<file path="src/rtl/mc_pkg.sv">
// Shared definitions for the multicycle controller: opcodes, ALU operation
// encodings (also consumed by aluControl), state encodings and the
// registered control word.
package mc_pkg;

  localparam logic [5:0] OP_RTYPE = 6'b000000;
  localparam logic [5:0] OP_LW    = 6'b100011;
  localparam logic [5:0] OP_SW    = 6'b101011;
  localparam logic [5:0] OP_BEQ   = 6'b000100;
  localparam logic [5:0] OP_ADDI  = 6'b001000;
  localparam logic [5:0] OP_J     = 6'b000010;

  // ALU operation class handed to aluControl
  typedef enum logic [1:0] {
    ALUOP_LWSW  = 2'b00,
    ALUOP_BE    = 2'b01,
    ALUOP_RTYPE = 2'b10
  } alu_op_e;

  // ALU B operand select
  localparam logic [1:0] SRCB_REG    = 2'b00;
  localparam logic [1:0] SRCB_FOUR   = 2'b01;
  localparam logic [1:0] SRCB_IMM    = 2'b10;
  localparam logic [1:0] SRCB_BRANCH = 2'b11;

  // PC source select
  localparam logic [1:0] PCSRC_ALU    = 2'b00;
  localparam logic [1:0] PCSRC_ALUOUT = 2'b01;
  localparam logic [1:0] PCSRC_JUMP   = 2'b10;

  // Debug-visible state numbering, RST first and then in datapath order
  typedef enum logic [3:0] {
    ST_RST    = 4'd0,
    ST_FETCH  = 4'd1,
    ST_DECODE = 4'd2,
    ST_MEMADR = 4'd3,
    ST_MEMRD  = 4'd4,
    ST_MEMWB  = 4'd5,
    ST_MEMWR  = 4'd6,
    ST_EXEC   = 4'd7,
    ST_ALUWB  = 4'd8,
    ST_BRANCH = 4'd9,
    ST_ADDIEX = 4'd10,
    ST_ADDIWB = 4'd11,
    ST_JUMP   = 4'd12
  } state_e;

  // Registered Moore control word; the *On* bits are qualified by live
  // inputs (memory ready, zero flag) on the way out of the controller.
  typedef struct packed {
    logic       irWriteOnReady;
    logic       pcEnOnReady;
    logic       pcEnOnZf;
    logic       pcEnAlways;
    logic       memWrite;
    logic       iorD;
    logic       regWrite;
    logic       regDst;
    logic       memToReg;
    logic       aluSrcA;
    logic [1:0] aluSrcB;
    logic [1:0] pcSrc;
    alu_op_e    aluOp;
  } ctrl_t;

  // States that stall on the memory and are covered by the wait timer
  function automatic logic isWaitState(state_e s);
    return (s == ST_FETCH) || (s == ST_MEMRD) || (s == ST_MEMWR);
  endfunction

endpackage

</file>
<file path="src/rtl/mc_if.sv">
// Bus between the multicycle controller and its datapath. The slave side is
// the controller; the master side is whoever owns the instruction register,
// ALU flag and memory.
interface mc_if;
  logic [5:0] i_op;
  logic       i_zf;
  logic       i_mem_ready;

  logic       o_irWrite;
  logic       o_memWrite;
  logic       o_iorD;
  logic       o_regWrite;
  logic       o_regDst;
  logic       o_memToReg;
  logic       o_aluSrcA;
  logic [1:0] o_aluSrcB;
  logic [1:0] o_pcSrc;
  logic [1:0] o_aluOp;
  logic       o_pcEn;
  logic       o_illegal;
  logic       o_fault;
  logic [3:0] o_state;

  modport master (
    output i_op, i_zf, i_mem_ready,
    input  o_irWrite, o_memWrite, o_iorD, o_regWrite, o_regDst, o_memToReg,
           o_aluSrcA, o_aluSrcB, o_pcSrc, o_aluOp, o_pcEn, o_illegal,
           o_fault, o_state
  );

  modport slave (
    input  i_op, i_zf, i_mem_ready,
    output o_irWrite, o_memWrite, o_iorD, o_regWrite, o_regDst, o_memToReg,
           o_aluSrcA, o_aluSrcB, o_pcSrc, o_aluOp, o_pcEn, o_illegal,
           o_fault, o_state
  );
endinterface

</file>
<file path="src/rtl/mc_wait_timer.sv">
// Counts stalled cycles in a memory wait state. o_expired is raised while
// the count sits one below TIMEOUT, i.e. the cycle that would be the
// TIMEOUT-th stalled cycle.
module mc_wait_timer #(
  parameter int TIMEOUT = 15
) (
  input  logic i_clk,
  input  logic i_rst_n,
  input  logic i_clear,
  input  logic i_enable,
  output logic o_expired
);

  localparam int CW = $clog2(TIMEOUT + 1);

  logic [CW-1:0] count_q, count_d;

  // Clear wins over counting so a fresh wait always starts from zero
  always_comb begin
    count_d = count_q;
    if (i_clear) begin
      count_d = '0;
    end else if (i_enable) begin
      count_d = count_q + 1'b1;
    end
  end

  // Counter register
  always_ff @(posedge i_clk or negedge i_rst_n) begin
    if (!i_rst_n) begin
      count_q <= '0;
    end else begin
      count_q <= count_d;
    end
  end

  assign o_expired = (count_q == CW'(TIMEOUT - 1));

endmodule

</file>
<file path="src/rtl/multicycle_control.sv">
// Multicycle MIPS-style main controller: Moore FSM with a memory wait
// timeout. Optional jump support is built when MULTICYCLE_CONTROL_JUMP_EN
// is defined; otherwise opcode 000010 decodes as illegal.
module multicycle_control
  import mc_pkg::*;
#(
  parameter int TIMEOUT = 15
) (
  input  logic i_clk,
  input  logic i_rst_n,
  mc_if.slave  bus
);

  state_e state_q, state_d;
  ctrl_t  ctrl_q;
  logic   illegal;
  logic   ready;
  logic   timerEnable;
  logic   timerClear;
  logic   expired;
  logic   fault;

  assign ready = bus.i_mem_ready;

  // Control word for a given state; anything not set stays 0
  function automatic ctrl_t decodeCtrl(state_e s);
    ctrl_t c;
    c = '0;
    case (s)
      ST_FETCH: begin
        c.aluSrcB        = SRCB_FOUR;
        c.aluOp          = ALUOP_LWSW;
        c.pcSrc          = PCSRC_ALU;
        c.irWriteOnReady = 1'b1;
        c.pcEnOnReady    = 1'b1;
      end
      ST_DECODE: begin
        c.aluSrcB = SRCB_BRANCH;
        c.aluOp   = ALUOP_LWSW;
      end
      ST_MEMADR, ST_ADDIEX: begin
        c.aluSrcA = 1'b1;
        c.aluSrcB = SRCB_IMM;
        c.aluOp   = ALUOP_LWSW;
      end
      ST_MEMRD: c.iorD = 1'b1;
      ST_MEMWB: begin
        c.memToReg = 1'b1;
        c.regWrite = 1'b1;
      end
      ST_MEMWR: begin
        c.iorD     = 1'b1;
        c.memWrite = 1'b1;
      end
      ST_EXEC: begin
        c.aluSrcA = 1'b1;
        c.aluSrcB = SRCB_REG;
        c.aluOp   = ALUOP_RTYPE;
      end
      ST_ALUWB: begin
        c.regDst   = 1'b1;
        c.regWrite = 1'b1;
      end
      ST_BRANCH: begin
        c.aluSrcA  = 1'b1;
        c.aluSrcB  = SRCB_REG;
        c.aluOp    = ALUOP_BE;
        c.pcSrc    = PCSRC_ALUOUT;
        c.pcEnOnZf = 1'b1;
      end
      ST_ADDIWB: c.regWrite = 1'b1;
`ifdef MULTICYCLE_CONTROL_JUMP_EN
      ST_JUMP: begin
        c.pcSrc      = PCSRC_JUMP;
        c.pcEnAlways = 1'b1;
      end
`endif
      default: c = '0;
    endcase
    return c;
  endfunction

  // A wait state that stalls on its last allowed cycle faults back to FETCH;
  // a ready in that same cycle takes priority.
  assign timerEnable = isWaitState(state_q) && !ready;
  assign fault       = timerEnable && expired;
  assign timerClear  = (state_d != state_q) || fault;

  mc_wait_timer #(.TIMEOUT(TIMEOUT)) u_waitTimer (
    .i_clk     (i_clk),
    .i_rst_n   (i_rst_n),
    .i_clear   (timerClear),
    .i_enable  (timerEnable),
    .o_expired (expired)
  );

  // Next-state selection and illegal-opcode detection
  always_comb begin
    state_d = state_q;
    illegal = 1'b0;
    case (state_q)
      ST_RST:   state_d = ST_FETCH;
      ST_FETCH: if (ready) state_d = ST_DECODE;
      ST_DECODE: begin
        case (bus.i_op)
          OP_LW, OP_SW: state_d = ST_MEMADR;
          OP_RTYPE:     state_d = ST_EXEC;
          OP_BEQ:       state_d = ST_BRANCH;
          OP_ADDI:      state_d = ST_ADDIEX;
`ifdef MULTICYCLE_CONTROL_JUMP_EN
          OP_J:         state_d = ST_JUMP;
`else
          OP_J: begin
            illegal = 1'b1;
            state_d = ST_FETCH;
          end
`endif
          default: begin
            illegal = 1'b1;
            state_d = ST_FETCH;
          end
        endcase
      end
      ST_MEMADR: state_d = (bus.i_op == OP_LW) ? ST_MEMRD : ST_MEMWR;
      ST_MEMRD: begin
        if (ready)        state_d = ST_MEMWB;
        else if (expired) state_d = ST_FETCH;
      end
      ST_MEMWB: state_d = ST_FETCH;
      ST_MEMWR: if (ready || expired) state_d = ST_FETCH;
      ST_EXEC:   state_d = ST_ALUWB;
      ST_ALUWB:  state_d = ST_FETCH;
      ST_BRANCH: state_d = ST_FETCH;
      ST_ADDIEX: state_d = ST_ADDIWB;
      ST_ADDIWB: state_d = ST_FETCH;
`ifdef MULTICYCLE_CONTROL_JUMP_EN
      ST_JUMP:   state_d = ST_FETCH;
`endif
      default:   state_d = ST_RST;
    endcase
  end

  // State and control word registered together so outputs track the state
  always_ff @(posedge i_clk or negedge i_rst_n) begin
    if (!i_rst_n) begin
      state_q <= ST_RST;
      ctrl_q  <= '0;
    end else begin
      state_q <= state_d;
      ctrl_q  <= decodeCtrl(state_d);
    end
  end

  assign bus.o_irWrite  = ctrl_q.irWriteOnReady & ready;
  assign bus.o_pcEn     = ctrl_q.pcEnAlways
                        | (ctrl_q.pcEnOnReady & ready)
                        | (ctrl_q.pcEnOnZf & bus.i_zf);
  assign bus.o_memWrite = ctrl_q.memWrite;
  assign bus.o_iorD     = ctrl_q.iorD;
  assign bus.o_regWrite = ctrl_q.regWrite;
  assign bus.o_regDst   = ctrl_q.regDst;
  assign bus.o_memToReg = ctrl_q.memToReg;
  assign bus.o_aluSrcA  = ctrl_q.aluSrcA;
  assign bus.o_aluSrcB  = ctrl_q.aluSrcB;
  assign bus.o_pcSrc    = ctrl_q.pcSrc;
  assign bus.o_aluOp    = ctrl_q.aluOp;
  assign bus.o_illegal  = illegal;
  assign bus.o_fault    = fault;
  assign bus.o_state    = state_q;

endmodule

</file>
<file path="src/flat_wrapper.sv">
// flat-port wrapper written by rule: the top's interface ports become plain ports
module multicycle_control_flat import mc_pkg::*;
#(
  parameter int TIMEOUT = 15
)
  (i_clk, i_rst_n, bus_i_op, bus_i_zf, bus_i_mem_ready, bus_o_irWrite, bus_o_memWrite, bus_o_iorD, bus_o_regWrite, bus_o_regDst, bus_o_memToReg, bus_o_aluSrcA, bus_o_aluSrcB, bus_o_pcSrc, bus_o_aluOp, bus_o_pcEn, bus_o_illegal, bus_o_fault, bus_o_state);
  mc_if bus_i ();
  input  logic i_clk;
  input  logic i_rst_n;
  input wire logic [$bits(bus_i.i_op)-1:0] bus_i_op;
  input wire logic [$bits(bus_i.i_zf)-1:0] bus_i_zf;
  input wire logic [$bits(bus_i.i_mem_ready)-1:0] bus_i_mem_ready;
  output wire logic [$bits(bus_i.o_irWrite)-1:0] bus_o_irWrite;
  output wire logic [$bits(bus_i.o_memWrite)-1:0] bus_o_memWrite;
  output wire logic [$bits(bus_i.o_iorD)-1:0] bus_o_iorD;
  output wire logic [$bits(bus_i.o_regWrite)-1:0] bus_o_regWrite;
  output wire logic [$bits(bus_i.o_regDst)-1:0] bus_o_regDst;
  output wire logic [$bits(bus_i.o_memToReg)-1:0] bus_o_memToReg;
  output wire logic [$bits(bus_i.o_aluSrcA)-1:0] bus_o_aluSrcA;
  output wire logic [$bits(bus_i.o_aluSrcB)-1:0] bus_o_aluSrcB;
  output wire logic [$bits(bus_i.o_pcSrc)-1:0] bus_o_pcSrc;
  output wire logic [$bits(bus_i.o_aluOp)-1:0] bus_o_aluOp;
  output wire logic [$bits(bus_i.o_pcEn)-1:0] bus_o_pcEn;
  output wire logic [$bits(bus_i.o_illegal)-1:0] bus_o_illegal;
  output wire logic [$bits(bus_i.o_fault)-1:0] bus_o_fault;
  output wire logic [$bits(bus_i.o_state)-1:0] bus_o_state;
  assign bus_i.i_op = bus_i_op;
  assign bus_i.i_zf = bus_i_zf;
  assign bus_i.i_mem_ready = bus_i_mem_ready;
  assign bus_o_irWrite = bus_i.o_irWrite;
  assign bus_o_memWrite = bus_i.o_memWrite;
  assign bus_o_iorD = bus_i.o_iorD;
  assign bus_o_regWrite = bus_i.o_regWrite;
  assign bus_o_regDst = bus_i.o_regDst;
  assign bus_o_memToReg = bus_i.o_memToReg;
  assign bus_o_aluSrcA = bus_i.o_aluSrcA;
  assign bus_o_aluSrcB = bus_i.o_aluSrcB;
  assign bus_o_pcSrc = bus_i.o_pcSrc;
  assign bus_o_aluOp = bus_i.o_aluOp;
  assign bus_o_pcEn = bus_i.o_pcEn;
  assign bus_o_illegal = bus_i.o_illegal;
  assign bus_o_fault = bus_i.o_fault;
  assign bus_o_state = bus_i.o_state;
  multicycle_control #(.TIMEOUT(TIMEOUT)) u_core (.i_clk(i_clk), .i_rst_n(i_rst_n), .bus(bus_i));
endmodule
</file>
<file path="config.mk">
export PLATFORM = sky130hd
export DESIGN_NAME = multicycle_control_flat
export DESIGN_NICKNAME = d
export VERILOG_FILES = /design/src/rtl/mc_pkg.sv /design/src/rtl/mc_if.sv /design/src/rtl/mc_wait_timer.sv /design/src/rtl/multicycle_control.sv /design/src/flat_wrapper.sv
export SDC_FILE = /design/constraint.sdc
export NUM_CORES = 1
export LEC_CHECK = 0
export CORE_UTILIZATION = 48
export DETAILED_ROUTE_END_ITERATION = 12
export PLACE_DENSITY = 0.79
export SYNTH_ARGS = -nofsm -noshare
export SYNTH_HDL_FRONTEND = slang
export SYNTH_SLANG_ARGS = --single-unit
</file>
<file path="constraint.sdc">
create_clock -name i_clk -period 2.2 [get_ports i_clk]
set_input_delay 0.55 -clock i_clk [delete_from_list [all_inputs] [get_ports i_clk]]
set_output_delay 0.55 -clock i_clk [all_outputs]
set_load 0.05 [all_outputs]
</file>
## After elaboration in Yosys (flattened, before gate mapping)

Cells that the tools add are included.

| storage, ports and cells | value |
|---|---|
| register bits after elaboration | 22 |
| bits of input ports | 10 |
| output and inout bits | 20 |
| word-level logic and storage cells | 86 |

| cells by class | value |
|---|---|
| $add $sub $neg | 1 |
| equal/unequal tests | 28 |
| multiplexer cells | 22 |
| bitwise operators | 4 |
| reduce and logical (&&, ||, !) cells | 17 |

Operator list:

| cell | count |
|---|---|
| == test 4 bit (second input constant) | 9 |
| == test 4 x 3 -> 1 bit (second input constant) | 8 |
| case mux 4 bit (8 select lines) | 1 |
| 2-to-1 mux 4 bit | 6 |
| == test 4 x 2 -> 1 bit (second input constant) | 4 |
| case mux 4 bit (4 select lines) | 1 |
| == test 6 bit (second input constant) | 2 |
| 2-to-1 mux 1 bit | 10 |
| OR reduction 5 bit | 2 |
| == test 4 x 1 -> 1 bit (second input constant) | 2 |
| == test 6 x 3 -> 1 bit (second input constant) | 1 |
| == test 6 x 4 -> 1 bit (second input constant) | 1 |
| zero test 6 bit | 1 |
| case mux 2 bit (3 select lines) | 1 |
| OR reduction 2 bit | 3 |
| adder 4 x 1 -> 4 bit (second input constant) | 1 |
| zero test 4 bit | 1 |
| logical OR 1 bit | 4 |
| 2-to-1 mux 2 bit | 2 |
| != test 4 bit | 1 |
| case mux 2 bit (2 select lines) | 1 |
| OR reduction 4 bit | 1 |
| AND 1 bit | 3 |
| OR reduction 3 bit | 1 |
| 4 further kinds | 5 |

## Depth between registers and ports, before layout

| logic depth | value |
|---|---|
| word-level depth | 7 |
| depth in mapped cells | 7 |
| mapped depth without buffers | 7 |

## By module

Synthesis repeated with hierarchy kept, for this count alone.

| second synthesis, totals | value |
|---|---|
| cells, all modules | 123 |
| area total of the unflattened synthesis | 1164.9 um^2 |

Modules (own cells, without submodules):

| module | times used | cells an instance | area each (um^2) | sequential area each (um^2) |
|---|---|---|---|---|
| multicycle_control | 1 | 103 | 944.7 | 375.4 |
| mc_wait_timer | 1 | 20 | 220.2 | 100.1 |

## Worst setup path after synthesis

Ideal clock, no wire load.

| path | value |
|---|---|
| path type | reg-to-output |
| from | register u_core.state_q[0] (netlist: u_core.bus.o_state[0]) |
| to | output port bus_o_fault |
| data arrival time | 1951 ps |
| required time | 1650 ps |
| setup slack | -301 ps |
| cell stages (with the launch flop) | 5 |
| buffers on the path | 1 |
| cells stage by stage | dfrtp_1 buf_6 nor3b_1 o21ai_0 nor2_1 |

| between the ends | value |
|---|---|
| longest elaborated chain between the ends | 5 |
| elaborated cells between the ends (all ways) | 7 |
| classes of those cells | eq/ne (3); reduce/logical (4) |

RTL lines:

| item | line | RTL |
|---|---|---|
| start, declared | multicycle_control.sv:14 | `state_e state_q, state_d;` |
| start signal, assigned | multicycle_control.sv:149 | `state_q <= state_d;` |
| == test 4 x 1 -> 1 bit or == test 4 x 3 -> 1 bit (tied branches) | mc_pkg.sv:68 | `return (s == ST_FETCH) \|\| (s == ST_MEMRD) \|\| (s == ST_MEMWR);` |
| logical OR 1 bit | mc_pkg.sv:68 |  |
| logical OR 1 bit * | mc_pkg.sv:68 |  |
| logical AND 1 bit * | multicycle_control.sv:85 | `assign timerEnable = isWaitState(state_q) && !ready;` |
| logical AND 1 bit * | multicycle_control.sv:86 | `assign fault = timerEnable && expired;` |
| end, declared | flat_wrapper.sv:25 | `output wire logic [$bits(bus_i.o_fault)-1:0] bus_o_fault;` |

Every way passes the cells marked *; elsewhere a longest branch is shown, timed or not.

## Worst setup path in the final report

| path | value |
|---|---|
| from | register u_core.state_q[2] (netlist: u_core.bus.o_state[2]) |
| to | output port bus_o_fault |

The elaborated chain is that of the path after synthesis.

==> impl_metrics.env <==
export IMPL_outcome="completed"
export IMPL_cp_arrival_ns=1.56
export IMPL_final_util_pct=71.7
export IMPL_synth_distinct_cells=46
export IMPL_p_leak_nw=0.752
export IMPL_vias=992
export IMPL_port_buffers=28
export IMPL_cts_buffer_depth=2
export IMPL_clock_sinks=19
export IMPL_core_area_um2=2250
export IMPL_cts_buffers=3
export IMPL_tightestPinTransition_ns=0.506
export IMPL_ys_ff_latch=19
export IMPL_slew_viol_final=0
export IMPL_htreeDepth=1
export IMPL_clock_skew_final_ns=0.00137
export IMPL_synth_flop_cell="dfrtp_1"
export IMPL_layout_nets=172
export IMPL_drc=0
export IMPL_synth_commonest_cells="dfrtp_1, nor2_1, buf_4, nand2_1, nand2b_1"
export IMPL_fin_crit_ns=2.11
export IMPL_grt_overflow_total=0
export IMPL_maxSlewHeadroom_pct=66.2
export IMPL_clock_fmax_mhz=473
export IMPL_ant_nets=0
export IMPL_yosys_area_top_type="dfrtp_1"
export IMPL_gp_congestion=0.846
export IMPL_ios=30
export IMPL_clk_pin_slew_worst_paths_ns=0.10
export IMPL_dieArea_um2=2650
export IMPL_synth_area_um2=1170
export IMPL_final_hold_viol_count=0
export IMPL_cts_root_buffer="clkbuf_4"
export IMPL_synth_top_area_share_pct=40.5
export IMPL_period_share_pct=96.0
export IMPL_viasPerCell=5.30
export IMPL_dr_first_iter_drc_count=21
export IMPL_grtUsageTotal_pct=21.4
export IMPL_worst_setup_path_end_kind="primary output"
export IMPL_dr_pass1_iters=4
export IMPL_rows=17
export IMPL_path_class="register to primary output"
export IMPL_ir_drop_mv=0.846
export IMPL_clkLatencyLatePin_ns=0.30
export IMPL_drv_cap=0
export IMPL_whs_ns=0.568
export IMPL_hold_buffers=0
export IMPL_postRouteWirelength_um=2600
export IMPL_antenna_cells=0
export IMPL_grt_max_degree=20
export IMPL_rsz0062_at_grt="no"
export IMPL_die_w_um=51.5
export IMPL_worst_setup_path_start_kind="register"
export IMPL_antenna_found_initial=0
export IMPL_die_height_um=51.5
export IMPL_synthTopCellsByArea="dfrtp_1, buf_4, nand2b_1"
export IMPL_cp_data_required_time_ns=1.65
export IMPL_hold_path_class="input port to asynchronous set/reset pin"
export IMPL_synthesis_nets=128
export IMPL_tritoncts="yes"
export IMPL_yosysSeqAreaShare_pct=40.5
export IMPL_dp_hpwl_um=1840
export IMPL_cp_max_fo=11
export IMPL_area_delta_synth_final_pct=37.6
export IMPL_routedWlPerCell_um=13.9
export IMPL_start_util_pct=52.1
export IMPL_r2r_cells=6
export IMPL_ys_async_sr_fraction_pct=100
export IMPL_synthCells=116
export IMPL_synth_area_per_cell_um2=10.1
export IMPL_final_layout_size_suffix_gt1_share_pct=30.2
export IMPL_yosys_cell_count_top_type="dfrtp_1"
export IMPL_setup_viol=0
export IMPL_ys_warn_count=0
export IMPL_power_density_nw_per_um2=1250
export IMPL_synth_edf_count=0
export IMPL_grt_pass1_wl_um=4040
export IMPL_grt_pass1_vias=907
## critical path: stages, from the launching register on
cell	delay, ns
dfrtp_2	0.51
nor3b_1	0.28
o21ai_0	0.16
nor2_2	0.15
buf_12	0.15
## sequential cells by signal (all words and copies together) (netlist names), 2 cells and up
signal / count
u_core.bus.o_state: 4
u_core.u_waitTimer.count_q: 4
u_core.bus.o_aluSrcB: 2
u_core.ctrl_q: 2
## repair_timing
item / in CTS / in global routing
pin swaps: 2 / 1
buffers inserted: 1 / 8
endpoints found under the setup margin: 3 / 2
endpoints found under the hold margin: 0 / 0
gates resized for setup: 6 / 2
## path summary, 6_finish.rpt
path,from,endpoint,slack [ns]
max,u_core.bus.o_state[2]$_DFF_PN0_,bus_o_fault,0.09
min,i_rst_n,u_core.u_waitTimer.count_q[1]$_DFFE_PN0P_,0.57
max reg2reg,u_core.bus.o_state[3]$_DFF_PN0_,u_core.u_waitTimer.count_q[0]$_DFFE_PN0P_,0.22
min reg2reg,u_core.u_waitTimer.count_q[1]$_DFFE_PN0P_,u_core.u_waitTimer.count_q[1]$_DFFE_PN0P_,0.60
max in group asynchronous,i_rst_n,u_core.bus.o_state[2]$_DFF_PN0_,1.42
min in group i_clk,u_core.u_waitTimer.count_q[1]$_DFFE_PN0P_,u_core.u_waitTimer.count_q[1]$_DFFE_PN0P_,0.60
## kinds of logic (layout without fill, tap and decap cells)
kind of cell,after synthesis,after routing,share of synthesized area [%]
simple gates,51,51,28.3
flops,19,19,40.5
mux,1,1,1.28
fa+ha+maj,2,2,2.13
compound gates,25,25,16.8
other cells,1,1,0.319
buf+inv,13,56,7.67
xor+xnor,4,4,2.98
## layout by cell type (no fill, tap or decap), types with 2 or more instances in the layout
cell | synthesis | final
clkdlybuf4s50_1 | 0 | 14
dfrtp_2 | 0 | 3
xor2_1 | 2 | 2
ha_1 | 2 | 2
and3_1 | 2 | 2
clkbuf_4 | 0 | 3
buf_4 | 7 | 24
a21oi_1 | 5 | 5
nor3_2 | 3 | 3
nor2b_1 | 3 | 3
nand3_1 | 5 | 5
nand2b_1 | 6 | 6
nor3b_1 | 3 | 3
xnor2_1 | 2 | 2
o21ai_1 | 2 | 2
dlygate4sd2_1 | 0 | 5
and2b_1 | 2 | 2
nand2_1 | 6 | 6
o21a_1 | 3 | 3
a21o_1 | 2 | 2
buf_12 | 0 | 3
dfrtp_1 | 19 | 16
inv_1 | 4 | 4
nor2_1 | 10 | 9
## cell type report
class	count	area [µm²]
Tap cell	28	35.0
Multi-Input combinational cell	84	612
Sequential cell	19	479
Inverter	4	15.0
Clock buffer	3	22.5
Clock inverter	1	5.00
Fill cell	173	638
Timing Repair Buffer	48	448
## through the flow
| stage | instance area (µm²) | instances | setup slack [ns] | setup TNS [ns] | power, W |
|---|---|---|---|---|---|
| CTS | 1550 | 179 | -0.00571 | -0.00571 | 0.00192 |
| floorplan | 1180 | 116 | 0.0773 | 0 | 0.00142 |
| global route | 1620 | 187 | 0.00603 | 0 | 0.00212 |
| global placement | 1520 | 174 | -0.101 | -0.577 | 0.00172 |
| finish | 1620 | 187 | 0.0880 | 0 | 0.00202 |
| detailed placement | 1520 | 174 | -0.136 | -0.948 | 0.00174 |
## routing by layer
layer / track usage, % / vias up / share of wire [%]
met3: 6.85 / 6 / 4.2
met5: 0 / - / 0
met4: 10.8 / 0 / 2.0
li1: - / 490 / -
met2: 33.5 / 24 / 50
met1: 26.3 / 472 / 44
## power breakdown
part	switching [W]	total, W	internal, W
registers	0.000115	0.000566	0.000451
logic	0.000748	0.00128	0.000529
clock network	0.000107	0.000175	0.0000679
total	0.000969	0.00202	0.00105
No activity file was read; power rests on OpenSTA's default activity.
==> edit: new RTL, same settings <==
Build with the macro `MULTICYCLE_CONTROL_JUMP_EN` defined.
--- a/src/rtl/multicycle_control.sv
+++ b/src/rtl/multicycle_control.sv
@@ -3,2 +3,4 @@
 // is defined; otherwise opcode 000010 decodes as illegal.
+`define MULTICYCLE_CONTROL_JUMP_EN
+
 module multicycle_control
Formal check against the unedited RTL: not equivalent (Yosys sat finds a counterexample within 4 cycles, from zero or initial values and one cycle with i_rst_n low).
==> edit against the unedited design <==
The run now ends with setup timing left. Synthesized area down 2.7%. Critical endpoint is now bus_o_illegal. Maximum frequency decreased by 6.7%. Power increased by 7.4%. Worst setup slack worse by 0.15 ns. Clock skew up 0.0055 ns. Critical path type is now in -> out. Design area increased by 9.0%. Synthesized cell count down 0.86%. Sequential cell count increased by 2. Critical path depth did not move. Wire length increased by 33%. Final cell count up 5.9%.
==> edit: results (changes against the unedited design) <==
Global route
  – Vias in the first global route: 1116 (+23%)
  – First-pass GRT wire length: 5237 microns (+30%)
  – Largest net degree at the start of global routing: 22 (+10%)
  – Gr usage total: 28.05% (+6.6 points)

Power and ir drop
  – P_leak: 0.8301 nW (+10%)
  – Peak VDD IR: 0.0009258 V (+9.5%)

Placed design
  – PortBufs: 29 (+3.6%)
  – Area post-placement: 1619 sq um (+6.5%)
  – Placer Congestion: 0.9373 (+11%)
  – Post-DP HPWL: 2107 microns (+14%)

Drt
  – Met2 wire len: 1771 microns (+37%)
  – DRT Wirelength: 3458 microns (+33%)
  – Drt via density: 5.540 (+4.4%)
  – Metal-1 WL: 1398 microns (+22%)

Cells and area
  – Non-clock buffers: 60 (+25%)
  – Layout net count: 183 (+6.4%)
  – Layout cells sized above 1: 36.47% (+6.3 points)
  – Storage element area: 529.3 sq um (+10%)
  – Multi-In Gates: 79 (-6.0%)
  – Fin cells: 198 (+5.9%)
  – Multi-input gate area: 596.8 sq um (-2.5%)
  – Fillers: 130 (-25%)
  – Fraction of area in multi-input gates: 33.88% (-4.0 points)
  – Logic inverters: 6 (+2)

Setup path
  – R2r startpoint: u_core.u_waitTimer.count_q[1]
  – Crit-path slowest cell: clkdlybuf4s50_1
  – Crit path max fanout: 3 (-8)
  – Crit path DAT: 1.71 ns (+0.15 ns)
  – Critical path destination: bus_o_illegal
  – Worst R2R Path Depth: 8 (+2)
  – RR Endpoint: u_core.bus.o_regWrite

Status
  – Failing checks: setup timing
  – Status: finished, violations left

Floorplan
  – Initial Utilization: 51.20% (-0.90 points)

Synth
  – Mux cell area share after synthesis: 0% (-1.3 points)
  – Unique cell type count in the Yosys netlist: 40 (-13%)
  – Synth Area in Adders: 2.188% (+0.058 points)
  – Synth top area cells: dfrtp_1 46%, nor2_1 4.6%, o221ai_4 4.6%, buf_4 3.9%, xor2_1 3.1%
  – Syn nets: 127 (-0.78%)
  – Seq cells post-synth: 21 (+2)
  – Post-synthesis sequential area ratio: 45.95% (+5.5 points)
  – Post-Synth XOR/XNOR Area: 3.063% (+0.082 points)

STA
  – WHS: 0.5474 ns (-0.02048 ns)
  – Final setup viols: 2 (+2)
  – Setup TNS: -0.07529 ns (-0.07529 ns)
  – Final WS setup: -0.06355 ns (-0.1515 ns)
  – Layout Skew: 0.006886 ns (+0.005516 ns)

Clock network
  – Worst skew pair latency: 0.33 ns (+0.03 ns)
  – Clock transition at path regs: 0.13 ns (+0.03 ns)
==> edit: power by group <==
group	switching, mW	internal, mW
combinational	0.831	0.572
clock	0.134	0.0684
sequential	0.0686	0.492
==> edit: timing repair <==
item | in CTS | in global routing
endpoints found under the hold margin | 0 | 0
resized for setup | 13 | 3
pin swaps | 4 | 2
hold buffers | 0 | 0
buffers inserted | 6 | 4
endpoints found under the setup margin | 4 | 3
==> edit: critical path, delay by kind of cell <==
kind / cells / cell delay [ns]
AOI/OAI and AO/OA: 2 / 0.38
buffers and inverters: 2 / 0.78
==> edit: cell families (layout without fill, tap and decap cells) <==
kind of cell             count (synthesis)  count (layout)
buffers and inverters                   15              70
adder cells (fa/ha/maj)                  2               2
AO/OA/AOI/OAI                           22              22
AND/OR/NAND/NOR                         51              51
XOR/XNOR                                 4               4
flip-flops                              21              21
==> edit: metal layers <==
layer  vias up  GRT usage, %
li1        511             -
met1       526         33.27
met2        49         48.22
met3        11         6.250
met4         0         12.96
met5         -             0
